[src/rtl/spike_event_fifo.sv]
// Spike edge capture: timestamps rising edges of a LIF spike into a small FIFO.
// Define SPIKE_ISI_EN to store inter-spike intervals instead of absolute time.
module spike_event_fifo #(
    parameter int DEPTH    = 4,
    parameter int TS_WIDTH = 8
) (
    input  logic                       clk,
    input  logic                       reset,
    input  logic                       enable,
    input  logic                       clear,
    input  logic                       spike,
    output logic [TS_WIDTH-1:0]        rd_data,
    output logic                       rd_valid,
    input  logic                       rd_ready,
    output logic [$clog2(DEPTH):0]     level,
    output logic [7:0]                 spike_count,
    output logic                       overflow
);

    localparam int AW = $clog2(DEPTH);
    localparam int LW = AW + 1;

    localparam logic [AW-1:0]       PTR_ONE  = AW'(1);
    localparam logic [LW-1:0]       LVL_ONE  = LW'(1);
    localparam logic [LW-1:0]       LVL_FULL = LW'(DEPTH);
    localparam logic [TS_WIDTH-1:0] TS_ONE   = TS_WIDTH'(1);
    localparam logic [TS_WIDTH-1:0] TS_MAX   = '1;

    logic                spike_q;
    logic [AW-1:0]       wptr;
    logic [AW-1:0]       rptr;
    logic [TS_WIDTH-1:0] mem [DEPTH];
    logic [TS_WIDTH-1:0] stamp;

    logic edge_seen;
    logic full;
    logic accept;
    logic pop;
    logic push;
    logic drop;

    assign edge_seen = spike & ~spike_q & enable;
    assign full      = (level == LVL_FULL);
    assign rd_valid  = (level != '0);
    assign rd_data   = rd_valid ? mem[rptr] : '0;

    // clear and reset both outrank any push or pop in the same cycle
    assign accept = edge_seen & ~clear & ~reset;
    assign pop    = rd_valid & rd_ready & ~clear & ~reset;
    assign push   = accept & (~full | pop);
    assign drop   = accept & full & ~pop;

    always_ff @(posedge clk) begin
        if (reset) begin
            spike_q <= 1'b0;
        end else begin
            spike_q <= spike;
        end
    end

`ifdef SPIKE_ISI_EN
    logic [TS_WIDTH-1:0] isi;

    // interval restarts at 1 so the next entry counts the event cycle itself
    always_ff @(posedge clk) begin
        if (reset || clear) begin
            isi <= '0;
        end else if (enable) begin
            if (edge_seen) begin
                isi <= TS_ONE;
            end else if (isi != TS_MAX) begin
                isi <= isi + TS_ONE;
            end
        end
    end

    assign stamp = isi;
`else
    logic [TS_WIDTH-1:0] ts;

    always_ff @(posedge clk) begin
        if (reset || clear) begin
            ts <= '0;
        end else if (enable) begin
            ts <= ts + TS_ONE;
        end
    end

    assign stamp = ts;
`endif

    always_ff @(posedge clk) begin
        if (push) begin
            mem[wptr] <= stamp;
        end
    end

    always_ff @(posedge clk) begin
        if (reset || clear) begin
            wptr  <= '0;
            rptr  <= '0;
            level <= '0;
        end else begin
            if (push) begin
                wptr <= wptr + PTR_ONE;
            end
            if (pop) begin
                rptr <= rptr + PTR_ONE;
            end
            unique case ({push, pop})
                2'b10:   level <= level + LVL_ONE;
                2'b01:   level <= level - LVL_ONE;
                default: level <= level;
            endcase
        end
    end

    // dropped events still count toward activity
    always_ff @(posedge clk) begin
        if (reset || clear) begin
            spike_count <= 8'd0;
            overflow    <= 1'b0;
        end else begin
            if (accept && spike_count != 8'hFF) begin
                spike_count <= spike_count + 8'd1;
            end
            if (drop) begin
                overflow <= 1'b1;
            end
        end
    end

endmodule
[config.mk]
export PLATFORM = sky130hd
export DESIGN_NAME = spike_event_fifo
export DESIGN_NICKNAME = d
export VERILOG_FILES = /design/src/rtl/spike_event_fifo.sv
export SDC_FILE = /design/constraint.sdc
export NUM_CORES = 1
export LEC_CHECK = 0
export ABC_AREA = 1
export CAP_MARGIN = 20
export CELL_PAD_IN_SITES_DETAIL_PLACEMENT = 2
export CELL_PAD_IN_SITES_GLOBAL_PLACEMENT = 2
export CORE_MARGIN = 2
export CORE_UTILIZATION = 35
export DETAILED_ROUTE_END_ITERATION = 12
export MAX_ROUTING_LAYER = met4
export PLACE_DENSITY_LB_ADDON = 0.1
export SYNTH_ARGS = -nofsm -noshare
export SYNTH_HDL_FRONTEND = slang
export SYNTH_SLANG_ARGS = --single-unit
[constraint.sdc]
create_clock -name clk -period 2.3 [get_ports clk]
set_clock_uncertainty 0.1 [all_clocks]
set_input_delay 0.46 -clock clk [delete_from_list [all_inputs] [get_ports clk]]
set_output_delay 0.46 -clock clk [all_outputs]
set_load 0.02 [all_outputs]
== After elaboration in Yosys (flattened, before gate mapping) ==
Memory sizes are Yosys's and may differ from the RTL's. A register that Yosys moved wholly into a read port is not among the register bits.
Index checks and enable logic that the tools add are counted.

* Register bits: 25
* Bits in latches: 0
* RAM bits: 32
* Memory bits (read-only): 0
* Input port bits: 6
* Output and inout port bits: 21
* Word-level logic and storage cells: 44
* Memories: 1

{| class="wikitable"
|+ Memories
! memory !! words !! width !! rd ports !! clocked after memory_dff !! write ports !! RTL line !! RTL
|-
| mem || 4 || 8 || 1 || 1 || 1 || 32 || <nowiki>logic [TS_WIDTH-1:0] mem [DEPTH];</nowiki>
|}

* Add/sub/neg operators: 6
* $mul: 0
* Div/mod/pow operators: 0
* $lt $le $gt $ge: 0
* Equality and inequality tests: 4
* Shift-type cells: 0
* Mux-type cells: 6
* Bitwise operators: 16
* Reductions and logical operators: 4

{| class="wikitable"
|+ Operators by type and width
! cell !! number
|-
| $add A8 B1 Y8 const B || 2
|-
| $and A1 B1 Y1 || 10
|-
| $mux W8 || 1
|-
| $ne A8 B8 Y1 const B || 1
|-
| $pmux W3 S2 || 1
|-
| $not A1 Y1 || 5
|-
| $add A2 B1 Y2 const B || 2
|-
| $mux W2 || 2
|-
| $add A3 B1 Y3 const B || 1
|-
| $eq A3 B3 Y1 const B || 1
|-
| $reduce_bool A3 Y1 || 1
|-
| $sub A3 B1 Y3 const B || 1
|-
| $eq A2 B1 Y1 const B || 1
|-
| $eq A2 B2 Y1 const B || 1
|-
| $mux W1 || 2
|-
| $reduce_bool A2 Y1 || 1
|-
| $logic_and A1 B1 Y1 || 1
|-
| $logic_or A1 B1 Y1 || 1
|-
| $or A1 B1 Y1 || 1
|}

== Depth between registers and ports, before layout ==
* Depth after elaboration: 8
* Gate-level depth with buffers: 11

== Worst setup path before layout ==
OpenSTA, ideal clock, no wires.

* Kind: register to register
* From: reg level[0]
* To: reg level[2]
* Library setup time: 115 ps
* Arrival time: 1,879 ps
* Setup slack: 206 ps
* Stages on the path, launching flop included: 11
* Buffers on the path: 0
* Clock period less this slack: 2,094 ps
* Cell sequence: dfxtp_1 inv_1 nand3_1 inv_2 nor2_4 nand2_2 fa_1 inv_1 nand4_1 a21oi_1 nor2_1

* Word-level cells in the longest chain between the ends: 8

{| class="wikitable"
|+ RTL lines
! element !! RTL line !! RTL
|-
| start, declared || 15 || <nowiki>output logic [$clog2(DEPTH):0] level,</nowiki>
|-
| start signal, assigned || 111 || <nowiki>2'b10: level <= level + LVL_ONE;</nowiki>
|-
| start signal, assigned || 112 || <nowiki>2'b01: level <= level - LVL_ONE;</nowiki>
|-
| start signal, assigned || 113 || <nowiki>default: level <= level;</nowiki>
|-
| $reduce_bool A3 Y1 (*) || 44 || <nowiki>assign rd_valid = (level != '0);</nowiki>
|-
| via rd_valid || 13 || <nowiki>output logic rd_valid,</nowiki>
|-
| $and A1 B1 Y1 (*) (3 in a row) || 49 || <nowiki>assign pop = rd_valid & rd_ready & ~clear & ~reset;</nowiki>
|-
| $or A1 B1 Y1 || 50 || <nowiki>assign push = accept & (~full | pop);</nowiki>
|-
| $and A1 B1 Y1 || 50 ||
|-
| $eq A2 B1 Y1 / $eq A2 B2 Y1 (equally long branches) || 110 || <nowiki>unique case ({push, pop})</nowiki>
|-
| $pmux W3 S2 / $reduce_bool A2 Y1 (equally long branches) || n/a ||
|}

The timed path passes the listed nets; every way through them passes the cells marked *.
A chain may end at the register's enable or synchronous reset.

== Final worst setup path ==
* From: reg level[0]
* To: out rd_data[3]

* Word-level cells in the longest chain between the ends: 2

{| class="wikitable"
|+ RTL lines
! element !! RTL line !! RTL
|-
| $reduce_bool A3 Y1 || 44 ||
|-
| $mux W8 || 45 || <nowiki>assign rd_data = rd_valid ? mem[rptr] : '0;</nowiki>
|-
| end, declared || 12 || <nowiki>output logic [TS_WIDTH-1:0] rd_data,</nowiki>
|}

No other way between the ends.

==> reports/qor.txt <==
outcome - complete, no violations
CTS tree - done
port bufs - 26
DRC violations left - 0
Yosys cell types - 28
Area Overhead vs Synth - 24.7%
Worst Path Max Fanout - 9
Hold Startpoint - rptr[1]
detailed router's first-iteration violation count - 65
CTS Buf Count - 9
DRT antenna net count - 0
Post-DP HPWL - 4440 um
commonest non-fill, non-tap cell in the layout - nor2_1
Leak - 1.23 nW
core area - 7180 um2
Final setup viols - 0
Routability Congestion - 0.748
Critical R2R Launch - level[0]
worst reg2reg path depth - 10
RSZ-0062 raised after global routing - true
Die ar. - 8010 um2
fin crit period - 2170 ps
fin crit share - 94.5%
Max Clk Rate - 460 MHz
first drt pass iteration count - 4
slew margin rel. - 73.2%
Initial Utilization - 35.7%
CP Data Arrival Time - 1610 ps
final core utilization - 44.5%
Total Wirelength - 6290 um
worst path cell trace - inv_1, nand3_1, inv_2, a21oi_1, dlygate4sd2_1
GRT Util Overall - 18.3%
global-route wire length before repair - 10500 um
Via density - 4.73
Yosys reg bits - 59
Hold/Removal Path Class - reg -> reg
post-CTS sizing - 9
CTS Hold Bufs - 0
CP required - 1740 ps
H-Tree Depth - 3
Rows - 31
vias in the first global route - 2120
initial antenna violation count - 0
Clock Sinks - 59
GRT overflow - 0
largest net degree at the start of global routing - 18
CP max stage cell - dlygate4sd2_1
final instance area - 3190 um2
Hold Violations, Final - 0
Root Driver - clkbuf_8
WL per Instance - 15.0 um
worst reg-to-reg setup slack - 360 ps
Syn Nets - 286
startpoint types - flip-flop
CTS Buffer Depth - 2
most frequent cells in the layout - nor2_1, edfxtp_1, nand2_1
Worst path max stage delay - 330 ps
CTS clk-pin slew, worst paths - 70 ps
Critical Path Start - level[0]
Synth Warn # - 0
Power Dens Cells - 667 nW/um2
dpl ws - -54.1 ps
via count of the routed design - 1986
MaxCap Viol Count - 0
Worst-Skew Late Latency - 330 ps
DIE HEIGHT - 89.5 um
worst slew pin tran - 401 ps
setup TNS - 0 ps
I/O pin count - 27
Synth Instances - 273
Worst Slack Setup Final - 126 ps
DP Area - 3020 um2
Post-CTS Repair Setup Buffers - 0
WHS Path Cells - 2
Mapped Avg Cell Area - 9.37 um2
mapped cell area - 2560 um2
Peak VDD IR - 266 uV
hold path endpoint - rptr[1]
Reg2Reg Capture Point - level[2]
crit path kind - reg -> out
fin nets - 329
Final Hold Slack - 383 ps
Slew Limit Fails - 0
share of cells above drive strength 1 - 14.0%
endpoint type of the worst setup path - output port
Die Wd - 89.5 um
Seq/Total Area, Yosys - 58.7%
diode count - 0
-- synth_stat cells --
cell	instances	area, um2
nor3_2	1	10.0
nand4_1	1	6.26
xnor2_1	2	17.5
o21ai_0	25	125
o21ai_1	1	5.00
ha_1	6	75.1
nor2_1	57	214
inv_2	4	15.0
nand2_4	1	11.3
fa_1	1	20.0
edfxtp_1	32	961
o21ai_2	1	8.76
a31oi_1	1	6.26
nor3_1	4	20.0
clkbuf_1	3	11.3
buf_2	2	10.0
xor2_1	4	35.0
nor2_8	1	20.0
nand3_1	10	50.1
clkinv_1	1	3.75
nand2_2	4	25.0
a21oi_1	25	125
inv_1	25	93.8
nand2_1	30	113
nor2_4	2	22.5
nor3b_1	1	7.51
nor2_2	1	6.26
dfxtp_1	27	541
-- worst max-delay path, delay by kind of cell (launching register included) --
kind,cells,cell delay (ps)
buf+inv,3,720
flops,1,320
simple gates,1,170
compound gates,1,70
-- metrics by stage --
stage	cells	power, mW
2_1_floorplan	273	1.17
3_3_place_gp	404	1.21
3_5_place_dp	404	1.21
4_1_cts	420	2.15
5_1_grt	420	2.21
6_report	420	2.13
-- state kept, by name, indices dropped and copies added, names as in the netlist, named ones only --
| name | flops |
|---|---|
| wptr | 2 |
| spike_q | 1 |
| stamp | 8 |
| overflow | 1 |
| spike_count | 8 |
| level | 3 |
| mem | 32 |
| rptr | 2 |
-- per-layer routing --
metal / vias up / global-route usage (%) / wire [um]
met3: 5 / 4.71 / 132
met4: 0 / 5.70 / 53
li1: 987 / - / -
met5: - / - / 0
met1: 968 / 21.8 / 2990
met2: 26 / 30.4 / 3110
-- power by group --
part	internal (mW)	leakage [nW]	switching [mW]
combinational	0.0281	0.583	0.0452
sequential	1.11	0.548	0.00541
clock	0.496	0.0950	0.447
total	1.63	1.23	0.498
-- cell type report --
cell class | count | area [um2]
fill | 793 | 3990
sequential | 59 | 1500
multi-input combinational | 179 | 923
timing repair buffer | 37 | 334
clock buffer | 9 | 124
tap | 99 | 124
inverter | 30 | 115
clock inverter | 7 | 68.8
-- kinds of logic after synthesis --
logic type      after synthesis  share of synthesized area [%]
xor+xnor                      6                           2.05
simple gates                113                           19.8
fa+ha+maj                     7                           3.72
flops                        59                           58.7
compound gates               53                           10.6
buf+inv                      35                           5.23
-- worst max-delay path by stage --
stage                             to  slack [ps]  depth (start not counted)
after floorplan             level[2]         210                         10
after global placement      level[2]          -6                         10
after global routing      rd_data[7]         -10                          5
after detailed placement    level[2]         -50                         10
after CTS                 rd_data[1]          70                          5
final                     rd_data[3]         130                          5
Note: power is estimated with default switching activity, not from simulation.
